<file path="src/rtl/fifo_pkg.sv">
// Definitions shared by the read and write sides of the asynchronous FIFO:
// default depth, pointer-width rule and Gray/binary conversion helpers.
package fifo_pkg;

   localparam int FIFO_DEPTH_DEFAULT = 8;
   localparam int GRAY_MAX_W         = 32;

   // Pointers carry one extra wrap bit so full and empty can be told apart.
   function automatic int ptr_width(input int adr_w);
      return adr_w + 1;
   endfunction

   // Width-generic: callers zero-extend into GRAY_MAX_W bits and truncate the result.
   function automatic logic [GRAY_MAX_W-1:0] bin2gray(input logic [GRAY_MAX_W-1:0] b);
      return b ^ (b >> 1);
   endfunction

   function automatic logic [GRAY_MAX_W-1:0] gray2bin(input logic [GRAY_MAX_W-1:0] g);
      logic [GRAY_MAX_W-1:0] b;
      b = '0;
      for (int i = 0; i < GRAY_MAX_W; i++) begin
         b[i] = ^(g >> i);
      end
      return b;
   endfunction

endpackage

</file>
<file path="src/rtl/sync_2ff.sv">
// Two-flop synchronizer for multi-bit Gray pointers crossing clock domains.
// The input feeds the first flop directly; no logic may be placed ahead of it.
module sync_2ff #(
   parameter int W = 1
) (
   input  logic         clk_i,
   input  logic         rst_ni,
   input  logic [W-1:0] d_i,
   output logic [W-1:0] q_o
);

   logic [W-1:0] meta_q;
   logic [W-1:0] sync_q;

   always_ff @(posedge clk_i or negedge rst_ni) begin
      if (!rst_ni) begin
         meta_q <= '0;
         sync_q <= '0;
      end else begin
         meta_q <= d_i;
         sync_q <= meta_q;
      end
   end

   assign q_o = sync_q;

endmodule

</file>
<file path="src/rtl/read_logic.sv">
// Read-domain pointer controller of the asynchronous FIFO: gates reads against the
// registered empty flag, publishes the Gray read pointer. Level outputs: FIFO_RD_LEVEL_EN.
module read_logic
   import fifo_pkg::*;
#(
   parameter int width     = 32,
   parameter int depth     = FIFO_DEPTH_DEFAULT,
   parameter int adr_width = $clog2(depth),
   parameter int AE_THRESH = 1
) (
   input  logic               clk_r,
   input  logic               reset_n,
   input  logic               rd_en,
   input  logic [adr_width:0] wr_ptr_gray,
   output logic               read,
   output logic [adr_width:0] read_adr,
   output logic [adr_width:0] rd_ptr_gray,
   output logic               FIFO_empty,
   output logic               data_valid,
   output logic [adr_width:0] rd_level,
   output logic               almost_empty
);

   localparam int PW = ptr_width(adr_width);

   if (depth < 2 || (depth & (depth - 1)) != 0 || width < 1 || AE_THRESH < 0) begin : g_bad_cfg
      $error("read_logic: depth must be a power of two >= 2, width >= 1, AE_THRESH >= 0");
   end

   logic [PW-1:0] wr_gray_s;
   logic [PW-1:0] read_adr_q, read_adr_d;
   logic [PW-1:0] rd_gray_q, rd_gray_d;
   logic          empty_q, empty_d;
   logic          dvld_q;

   sync_2ff #(.W(PW)) u_wr_sync (
      .clk_i  (clk_r),
      .rst_ni (reset_n),
      .d_i    (wr_ptr_gray),
      .q_o    (wr_gray_s)
   );

   assign read = rd_en && !empty_q;

   // Empty is judged on the post-read pointer, so taking the last word raises it at once.
   always_comb begin
      read_adr_d = read_adr_q + PW'(read);
      rd_gray_d  = PW'(bin2gray(GRAY_MAX_W'(read_adr_d)));
      empty_d    = (rd_gray_d == wr_gray_s);
   end

   always_ff @(posedge clk_r or negedge reset_n) begin
      if (!reset_n) begin
         read_adr_q <= '0;
         rd_gray_q  <= '0;
         empty_q    <= 1'b1;
         dvld_q     <= 1'b0;
      end else begin
         read_adr_q <= read_adr_d;
         rd_gray_q  <= rd_gray_d;
         empty_q    <= empty_d;
         dvld_q     <= read;
      end
   end

   assign read_adr    = read_adr_q;
   assign rd_ptr_gray = rd_gray_q;
   assign FIFO_empty  = empty_q;
   assign data_valid  = dvld_q;

`ifdef FIFO_RD_LEVEL_EN
   localparam logic [GRAY_MAX_W-1:0] AE_LIM = GRAY_MAX_W'(AE_THRESH);

   logic [PW-1:0] wr_bin_s;

   assign wr_bin_s     = PW'(gray2bin(GRAY_MAX_W'(wr_gray_s)));
   assign rd_level     = wr_bin_s - read_adr_q;
   assign almost_empty = (GRAY_MAX_W'(rd_level) <= AE_LIM);
`else
   assign rd_level     = '0;
   assign almost_empty = empty_q;
`endif

endmodule
</file>
<file path="config.mk">
export PLATFORM = sky130hd
export DESIGN_NAME = read_logic
export DESIGN_NICKNAME = d
export VERILOG_FILES = /design/src/rtl/fifo_pkg.sv /design/src/rtl/sync_2ff.sv /design/src/rtl/read_logic.sv
export SDC_FILE = /design/constraint.sdc
export NUM_CORES = 1
export LEC_CHECK = 0
export CORE_ASPECT_RATIO = 0.75
export CORE_MARGIN = 2
export CORE_UTILIZATION = 36
export CTS_CLUSTER_SIZE = 14
export DETAILED_ROUTE_END_ITERATION = 8
export GPL_ROUTABILITY_DRIVEN = 0
export GPL_TIMING_DRIVEN = 0
export PLACE_DENSITY = 0.65
export SYNTH_ARGS = -nofsm -noshare
export SYNTH_HDL_FRONTEND = slang
export SYNTH_SLANG_ARGS = --single-unit
</file>
<file path="constraint.sdc">
create_clock -name clk_r -period 3 [get_ports clk_r]
set_input_delay 0.9 -clock clk_r [delete_from_list [all_inputs] [get_ports clk_r]]
set_output_delay 0.9 -clock clk_r [all_outputs]
set_load 0.05 [all_outputs]
</file>
==> results of run 1 <==
-- report_power, final --
part           total, uW  leakage, uW  internal, uW  switching (uW)
Sequential           353     0.000197           294            58.8
Combinational        640     0.000211           248             392
Clock                114    0.0000150          51.6            62.3
Total               1110     0.000423           594             513
-- Yosys cell counts --
master     number
xor2_1          6
xnor2_1         3
nor2b_1         1
nor3_1          2
nand4_1         1
nand2_1         4
a2111oi_2       1
or3_1           1
dfstp_2         1
nor4bb_1        1
nand3_1         2
dfrtp_1        16
nor2_1          2
conb_1          1
and3_1          1
a211oi_1        2
buf_4           6
ha_1            2
-- final cells by class --
type / instances / area [um^2] / area share (%)
clock buffer: 4 / 26.28 / 2.742
timing repair buffer: 19 / 186.4 / 19.45
tap: 22 / 27.53 / 2.872
multi-input combinational: 33 / 246.5 / 25.72
buffer: 6 / 45.04 / 4.700
sequential: 17 / 426.7 / 44.52
-- per-layer routing --
layer  wire length, um  part of all wire, %  up-vias  track usage (%)
met3               125                   12        0            5.755
met1               446                   43      206            13.92
met5                 0                    0        -                0
li1                  -                    -      222                -
met4                 0                    0        0            3.000
met2               470                   45       23            16.39
-- per-stage QoR --
stage                     cells  setup WS [ps]  area, um^2  hold WS [ps]  utilization (%)
final                       101          50.93       958.4         352.7            54.06
after CTS                   100          38.59       948.4         357.1            53.49
after detailed placement     96         -365.7       913.4         336.2            51.52
after floorplan              56          63.83       705.7         331.2                -
after global routing        101          9.327       958.4         362.7            54.06
after global placement       96         -342.5       913.4         332.0            51.52
-- cell families (layout without fill, tap and decap cells) --
logic type	after synthesis	in the layout	synth area share, %
xor+xnor	9	9	11.48
fa+ha+maj	2	2	3.642
other cells	1	4	0.5459
buf+inv	6	29	6.557
simple gates	15	15	11.30
compound gates	3	3	4.370
flops	17	17	62.11
-- state kept, by name (all words and copies together) (netlist names) --
name / flops
data_valid: 1
FIFO_empty: 1
u_wr_sync.meta_q: 4
read_adr: 3
rd_ptr_gray: 4
u_wr_sync.q_o: 4
-- repair_timing --
item / CTS / global route
setup buffers: 0 / 1
endpoints found under the setup margin: 2 / 1
resized for setup: 3 / 1
-- path summary, 6_finish.rpt --
check | to | slack, ps
setup / recovery | read | 50
hold / removal | u_wr_sync.q_o[3] | 350
setup reg to reg | FIFO_empty | 760
hold reg to reg | u_wr_sync.q_o[3] | 350
max in group asynchronous | u_wr_sync.q_o[3] | 1480
min in group asynchronous | data_valid | 1050
==> summary by stage, run 1 <==
Cells and area
The post-synthesis to final-layout area growth is 39.53%. In the layout the commonest cells are 17 x clkdlybuf4s50_1, 16 x dfrtp_1, 7 x buf_4. The share of post-route cells with drive strength above 1 is 20.25%.

The fill cell instance count of the final layout is around 170. The leading cell type in the layout, fill and taps excluded is clkdlybuf4s50_1. The repair_antennas step left the layout with diodes totalling 0. The net count of the finished layout is just under 90.

Setup path
The first element of the critical path is rd_en. The sum of buffers and inverters on the critical path is 2. The critical path runs through a total of 3 cells. The critical path required time is ~2100 ps. The library cell contributing the largest single delay on the critical path is dlygate4sd2_1. The path depth of the worst reg2reg path is 7. In this design, the largest share of critical-path delay is due to buffers and inverters. The path type of the worst setup path is in2out. The critical path launch point type is an input pin. STA classifies the critical path endpoint as a primary output. The worst register-to-register path begins at FIFO_empty. Traced cell by cell, the critical path runs through clkdlybuf4s50_1 -> nor2b_4 -> dlygate4sd2_1. The data arrival time of the critical path is 2050 ps. The stage delay of the slowest cell on the critical path is 540 ps.

Of all nets on the critical path, the largest fanout is 3.

Clocking
The clock net sink count is 17. Clock tree synthesis inserted a total of 3 buffers. The maximum clock insertion buffer count is 2. The cell at the root of the clock tree is clkbuf_4. The H-tree depth is 1.

The latest clock arrival within the worst-skew pair is about 280 ps. TritonCTS built the clock tree. After clock tree synthesis, the clock-pin slew on the worst setup and hold paths is roughly 80 ps. In this run, post-CTS hold repair placed 0 buffers.

STA
Adding up every negative setup slack in the final design gives 0 ps. The max-slew violation count is 0. The clock tree skew after final layout is ~5.0 ps.

The worst max-slew margin expressed relative to the limit is 50.56%. Subtracting the final worst setup slack from the clock period gives between 2000 and 3000 ps. The maximum clock frequency is around 0.34 GHz. At the pin with the least slew margin, the transition time is between 700 and 800 ps. The count of final hold-check violations was 0. Setup repair after global routing left no endpoint under its margin. The setup violation total in the final timing report is 0. The final period utilization is a little over nine tenths.

Floorplan
After floorplanning, the core was sized to cover approximately 0.0018 mm^2. The starting density of the core is approximately two fifths. The die width is approximately 54 um. The die span in y is around 42 um. The number of primary I/O pins is 23.

The die area is approximately 0.0023 mm^2. The cell row count is 13.

Power
The total power draw is roughly 1100 uW. The worst vdd rail ir drop is 0.5631 mV. The cell area power density is between 1000 and 1500 mW/mm^2. The leakage power is roughly 0.00042 uW.

Route
The remaining antenna violation count is 0. The routed length per instance is between 10 and 15 um. Using the TritonRoute via totals, the vias-per-cell ratio works out to ~4.5. The routed design has approximately 1.0 mm of wire. The number of iterations in the first detailed-routing pass is 2. The DRC violation count after routing is 0. Detailed routing inserted a total of between 400 and 500 vias.

The first routing iteration left 3 violations.

Global route
The total congestion overflow is 0. The first global-routing pass estimated roughly 1.8 mm of wire. The initial antenna violation count came to 0. The overall fraction of global-route tracks in use is between 10% and 20%. The largest net degree at the start of global routing is 18. The number of global-route vias before repair is between 300 and 400.

Status
The run finished with clean final reports.

Place
The count of port buffers added during placement is 18. The wire-length estimate of the detail-placed layout is approximately 800 um.

Synthesis
After synthesis, the mean cell area works out to approximately 13 um^2. The mapped cell area is 686.9 um^2. The share of the synthesized area in the top cell type is approximately three fifths. The count of cell types in the netlist is 18. Ranked by total cell area, the synthesized netlist is headed by dfrtp_1 58%, xor2_1 7.7%, buf_4 6.6%, dfstp_2 3.8%, xnor2_1 3.8%.

Synthesis handed over a netlist of 53 instances. The synthesized design contains 17 register bits. The share of synthesized area occupied by flip-flops and latches is 62.11%. Of all cell types, the one taking the most synthesized area is dfrtp_1. The number of warning messages in the yosys log is 0.

Hold path
The number of cells traversed by the worst hold path is 0. In this run the most critical hold path is launched from u_wr_sync.meta_q[3]. The type of the worst min-delay path is reg2reg.

Flow run
The tool flagged a number of max-cap violations equal to 0.
Power figures use the tool's default switching activity.
==> run 2, diff against run 1 <==
--- a/config.mk
+++ b/config.mk
@@ -5,14 +5,13 @@
 export SDC_FILE = /design/constraint.sdc
 export NUM_CORES = 1
 export LEC_CHECK = 0
-export CORE_ASPECT_RATIO = 0.75
 export CORE_MARGIN = 2
-export CORE_UTILIZATION = 36
+export CORE_UTILIZATION = 43
 export CTS_CLUSTER_SIZE = 14
 export DETAILED_ROUTE_END_ITERATION = 8
 export GPL_ROUTABILITY_DRIVEN = 0
 export GPL_TIMING_DRIVEN = 0
-export PLACE_DENSITY = 0.65
+export PLACE_DENSITY = 0.84
 export SYNTH_ARGS = -nofsm -noshare
 export SYNTH_HDL_FRONTEND = slang
 export SYNTH_SLANG_ARGS = --single-unit
==> run 2 against run 1 <==
  * Count of clock-buffer cells in the layout stayed put
  * Register-to-register slack got worse by 60 ps
  * Total power rose by 1.6%
  * Largest cell class unchanged
==> summary by stage, run 2 (synthesis gave the netlist of run 1 again) <==
STA
The clock tree skew after final layout is between 1 and 1.5 ps. The setup violation total in the final timing report is 0. Setup repair after global routing left no endpoint under its margin. The slew at the pin with the worst max-slew slack is around 720 ps. The worst path needs around 2900 ps of the cycle, external delays included.

Of the available clock period, the critical path in the final layout requires a little over nine tenths. The count of final hold-check violations is 0. The max-slew violation count is 0. The maximum clock frequency is between 0.3 and 0.4 GHz.

The sum of negative setup slack is 0 ps. The worst max-slew margin expressed relative to the limit is 51.58%.

Cells and area
The number of antenna cells inserted is 0. In the final layout, the share of cells above drive strength 1 is 17.95%. The net count of the finished layout is 88. The library cell used most frequently in the layout, excluding fill and tap cells, is clkdlybuf4s50_1. From synthesis to final layout, the design area changed by 40.07%. Leaving out fill and tap cells, the most frequent cells in the layout are 17 x clkdlybuf4s50_1, 16 x dfrtp_1, 6 x buf_4. The fill cell instance count of the final layout is 121.

Power
The analysis attributes to net switching a power of between 500 and 600 uW. For this design the static power due to leakage is ~0.00042 uW. The power share of the clock group is a little over a tenth. The switching part of the total is 46.86%. In this run the power density over the cells is 1169 mW/mm^2. The sequential share of power is 32.1%. IR analysis of the VDD net gives a maximum drop of roughly 0.67 mV. The design internal power is 597.8 uW. In this run, the combinational gates consume roughly 57% of the power. Total power for the finished layout comes to 1125 uW.

Clocking
The clock tree from TritonCTS is built. The maximum clock insertion buffer count is 2. The clock net sink count is 17.

Buffers inserted during clock tree synthesis total 3. The post-CTS clock slew at the launch and capture registers of the worst setup and hold paths is ~90 ps. The latest clock arrival within the worst-skew pair is roughly 280 ps. The cell at the root of the clock tree is clkbuf_4. CTS built an H-tree with a depth of 1.

Floorplan
23 I/O pins were placed. In this run the core area contains 14 standard-cell rows. The die span in y is roughly 44 um.

The die covers 0.001933 mm^2. The initial utilization of the core area, before any placement, comes to 45.60%. From left edge to right edge, the die measures about 44 um.

The core box area is about 0.0015 mm^2.

Setup path
The slowest stage of the critical path belongs to the cell dlygate4sd2_1. Traced cell by cell, the critical path runs through clkdlybuf4s50_1 -> nor2b_4 -> dlygate4sd2_1. The critical path launch point type is an input pin. The largest single stage delay on the critical path is ~530 ps. STA puts the critical path data required time at roughly 2100 ps. The cell family with the largest share of critical-path delay is buffers and inverters. The sum of buffers and inverters on the critical path is 2. The critical path is of the in2out type. Of all nets on the critical path, the largest fanout is 3. STA classifies the critical path endpoint as a primary output.

Data arrives at the worst endpoint at about 2000 ps.

Global route
The overall fraction of global-route tracks in use is around 14%. The global routing's busiest layer is met2. The global-route met2 utilization is 25.29%.

The largest net degree at the start of global routing is 18. The initial antenna violation count was 0. The total congestion overflow is 0. The number of global-route vias before repair is 439. In the global route stage, met1 resource usage came out at 14.99%. The met3 track utilization from global routing is approximately 4.2%. The first global-routing pass estimated between 1.5 and 2 mm of wire.

Route
For this run, the detailed router's first-pass iteration total came to 4. Summed over all layers, the routed wires come to about 1.2 mm. The DRC violation count after routing is 0.

The detailed-route vias per instance is around 5.0. After detailed routing, the average wire length per cell comes to around 12 um. The detail route stage leaves a number of antenna-violating nets equal to 0. The first routing iteration left 11 violations.

The vias after detailed routing is about 470.

Hold path
The type of the worst min-delay path is reg2reg.

Status
The flow ran to the end, and the final reports show no timing, DRC or antenna violations.

Place
The detailed placer's ending HPWL is between 800 and 900 um. The count of port buffers added during placement is 18.

Flow run
The number of maximum-capacitance violations is 0.
[run 2: changes by cell type in the layout (fill, tap and decap cells not counted), sizes merged]
| cell | before | now |
|---|---|---|
| buf | 7 | 6 |
[run 2: worst paths after layout]
kind | startpoint | endpoint | slack [ps] | cells after the start
worst max register to register | FIFO_empty | FIFO_empty | 700 | 7
worst min register to register | u_wr_sync.meta_q[1] | u_wr_sync.q_o[1] | 360 | 0
min in group asynchronous | reset_n | rd_ptr_gray[2] | 1040 | 1
worst max-delay path | rd_en | read | 50 | 3
max in group asynchronous | reset_n | u_wr_sync.meta_q[1] | 1510 | 1
worst min-delay path | u_wr_sync.meta_q[1] | u_wr_sync.q_o[1] | 360 | 0
[run 2: power groups by stage]
stage          clock, uW  sequential (uW)  combinational [uW]
2_1_floorplan          0              535                 259
3_3_place_gp           0              352                 607
3_5_place_dp           0              355                 619
4_1_cts              126              353                 625
5_1_grt              138              373                 686
6_report             117              361                 647
[run 2: cell type report]
class,count,area (um^2),share of cell area [%]
Multi-Input combinational cell,33,265.3,27.57
Sequential cell,17,426.7,44.34
Timing Repair Buffer,18,178.9,18.60
Buffer,6,45.04,4.681
Tap cell,16,20.02,2.081
Clock buffer,4,26.28,2.731
[run 2: through the flow]
stage	utilization (%)	cell area, um^2	hold WS [ps]	setup WS [ps]	instances
finish	63.87	962.2	359.1	53.33	94
global route	63.87	962.2	367.0	14.52	94
CTS	62.29	938.4	362.8	3.464	94
detailed placement	60.13	905.9	341.1	-374.7	90
global placement	60.13	905.9	332.7	-324.6	90
floorplan	-	705.7	331.2	63.83	56
[run 2: repair_timing]
| item | CTS | global route |
|---|---|---|
| buffers inserted | 0 | 0 |
| setup endpoints to repair | 2 | 1 |
| resized for setup | 2 | 3 |
| hold buffers | 0 | 0 |
[run 2: routing by layer]
metal  wire length [um]  up-vias
met5                  0        -
met4                  0        0
met3                107        0
met2                655       29
met1                391      221
li1                   -      219
==> run 3, diff against run 2 <==
--- a/config.mk
+++ b/config.mk
@@ -12,6 +12,7 @@
 export GPL_ROUTABILITY_DRIVEN = 0
 export GPL_TIMING_DRIVEN = 0
 export PLACE_DENSITY = 0.84
+export SKIP_CTS_REPAIR_TIMING = 1
 export SYNTH_ARGS = -nofsm -noshare
 export SYNTH_HDL_FRONTEND = slang
 export SYNTH_SLANG_ARGS = --single-unit
==> run 3 against run 2 <==
  * Die area is the same
  * Via count shrank 0.43%
  * Sequential share of layout area shrank 0.17 points
  * Final cell count is the same
  * Sequential cell count is the same
  * Fmax grew 2.9%
  * Routed wire length shrank 1.1%
  * Register-to-register slack is essentially flat
  * Highest routed layer unchanged
  * Critical endpoint is now FIFO_empty
  * Critical path depth grew 5
  * Critical path type is now in2reg
  * Count of clock-buffer cells in the layout is the same
==> summary by stage, run 3 (synthesis gave the netlist of run 1 again) <==
Status
The run finished with clean final reports.

Route
The first detailed-routing pass ran for 4 iterations. In the routed design, unresolved DRC markers number 0. The vias after detailed routing is roughly 470.

The remaining antenna violation count is 0. Using the TritonRoute via totals, the vias-per-cell ratio works out to roughly 5. After detailed routing, the average wire length per cell comes to between 10 and 15 um.

In this run, the number of DRC markers left after iteration 0 of detailed routing was 11. The detailed-route wire length is roughly 1.1 mm.

Setup path
At the worst endpoint, the required time is 3180 ps. The launch instance of the worst register-to-register path is FIFO_empty. Along the worst path, the maximum fanout reaches 5.

The path depth of the worst reg2reg path is 7. The register-to-register setup slack is ~700 ps. STA classifies the critical path startpoint as an input pin. The cell family with the largest share of critical-path delay is simple AND/OR/NAND/NOR gates. The endpoint of the worst register-to-register path is FIFO_empty. The signal on the critical path passes through clkdlybuf4s50_1 -> nor2b_4 -> ha_1 -> ha_4 -> xor2_4 -> xor2_1 -> or3_1 -> a2111oi_2. The sum of buffers and inverters on the critical path is 1. The worst setup path is of the in2reg kind. The sort of element at the end of the critical path is a flip-flop.

The stage delay of the slowest cell on the critical path is about 460 ps. The library cell contributing the largest single delay on the critical path is clkdlybuf4s50_1. The data arrival time of the critical path is between 3000 and 4000 ps.

Global route
Global routing used between 10% and 20% of the available tracks. For this run the aggregate overflow at the end of global routing stands at 0. The initial antenna violation count is 0.

The number of global-route vias before repair is about 430. The largest net degree at the start of global routing is 18. The global-route wire length before repair is ~1.8 mm.

Power
The analysis attributes to net switching a power of about 530 uW. The design draws approximately 1100 uW. The switching part of the total is a little under half. The share of total power in combinational logic is between 50% and 60%.

Of the total power, registers draw about 32%. The power share of the clock group is between 10% and 20%. The internal power of the cells totals 598.8 uW. Dividing total power by cell area gives a power density of approximately 1200 mW/mm^2.

The worst vdd rail ir drop is approximately 0.67 mV. The analysis attributes to cell leakage a power of between 0.0004 and 0.0005 uW.

Floorplan
The core box area is roughly 0.0015 mm^2. The number of primary I/O pins is 23. The floorplan has 14 rows. The die is 43.97 um tall. Once the floorplan was initialized, standard cells occupied 45.60% of the core. The die width is between 40 and 50 um. The floorplan step defined a die boundary enclosing ~0.0019 mm^2.

Hold path
The type of the worst min-delay path is reg2reg. In this run the most critical hold path is launched from u_wr_sync.meta_q[1]. The end point of the most critical hold path is u_wr_sync.q_o[1]. The number of cells traversed by the worst hold path is 0.

Clocking
The clock drives 17 sinks. At the later pin of the worst-skew pair, clock insertion delay measures roughly 280 ps. The CTS buffer count is 3. TritonCTS built the clock tree. Clock tree synthesis selected as its root buffer the cell clkbuf_4.

Clock-pin slew was measured on the worst setup and hold paths at around 90 ps. The H-tree depth is 1. The longest clock path from root to sink contains 2 buffers.

STA
The clock tree skew after final layout is approximately 1.5 ps. The tightest hold path in the finished design has a slack of approximately 360 ps. The worst-case setup margin in the final layout is about 140 ps. Setup repair after global routing left no endpoint under its margin.

The worst path in the final design needs a cycle of roughly 2900 ps, including I/O delays and setup. In this run the tightest slew margin relative to its limit is about half. The slew at the pin with the worst max-slew slack is between 700 and 800 ps. Derived from the worst setup path, the maximum achievable clock frequency is ~0.35 GHz. The max-slew violation count is 0.

The worst path uses 95.43% of the clock period. The setup violation total in the final timing report is 0. The count of final hold-check violations is 0.

Cells and area
In the final layout, the multi-input gates occupy between 200 and 300 um^2. The number of antenna cells inserted is 0. The library cell used most frequently in the layout, excluding fill and tap cells, is clkdlybuf4s50_1. In the layout the commonest cells are 17 x clkdlybuf4s50_1, 16 x dfrtp_1, 6 x buf_4. The fill cell instance count of the final layout is 120. The area used by sequential logic in the layout is roughly 430 um^2.

The post-synthesis to final-layout area growth is 40.62%. In the final layout, the share of cells above drive strength 1 is 17.95%. The net count of the finished layout is 88.

Place
The post-place setup slack is -374.7 ps. Once detailed placement completed, the half-perimeter wirelength came to about 850 um. The count of buffers added on input and output ports is 18.

Flow run
The number of maximum-capacitance violations is 0.
## run 3: cell types whose count changed in the layout (fill, tap and decap cells not counted), sizes merged
cell	before	now
dlymetal6s2s	0	1
dlygate4sd2	1	0
## run 3: cell type report
type | instances | area share (%)
flip-flops and latches | 17 | 44.17
multi-input cells | 33 | 27.46
repair buffers | 18 | 18.91
well taps | 16 | 2.073
clock buffers | 4 | 2.720
plain buffers | 6 | 4.663
## run 3: worst register-to-register path: cells and delay by family, from the launching register on
family,cells,cell delay [ps]
flip-flops,1,570
AND/OR/NAND/NOR,2,420
adder cells (fa/ha/maj),2,480
AO/OA/AOI/OAI,1,370
XOR/XNOR,2,370
## run 3: worst max-delay path by stage
stage	start	endpoint	slack, ps	depth (start not counted)
6_report	rd_en	FIFO_empty	140	8
2_1_floorplan	rd_en	FIFO_empty	60	7
3_3_place_gp	rd_en	FIFO_empty	-320	8
3_5_place_dp	rd_en	FIFO_empty	-370	8
4_1_cts	rd_en	read	-240	3
5_1_grt	rd_en	FIFO_empty	40	8
## run 3: metal layers
| metal | wire length [um] | share of wire [%] | GRT usage [%] | vias up |
|---|---|---|---|---|
| li1 | - | - | - | 220 |
| met1 | 388 | 34 | 14.40 | 220 |
| met2 | 651 | 57 | 24.12 | 27 |
| met3 | 102 | 8.9 | 4.167 | 0 |
| met4 | 0 | 0 | 7.273 | 0 |
| met5 | 0 | 0 | 0 | - |
## run 3: power groups by stage
stage	Clock, uW	Sequential, uW	Combinational (uW)
global route	138	373	687
detailed placement	0	355	619
floorplan	0	535	259
global placement	0	352	607
CTS	126	351	621
finish	117	360	647
## run 3: per-stage QoR
stage               setup TNS (ps)  instances  utilization (%)  instance area, um^2
global route                     0         94            64.12                965.9
CTS                         -314.0         94            61.88                932.1
finish                           0         94            64.12                965.9
global placement            -530.8         90            60.13                905.9
detailed placement          -605.3         90            60.13                905.9
floorplan                        0         56                -                705.7
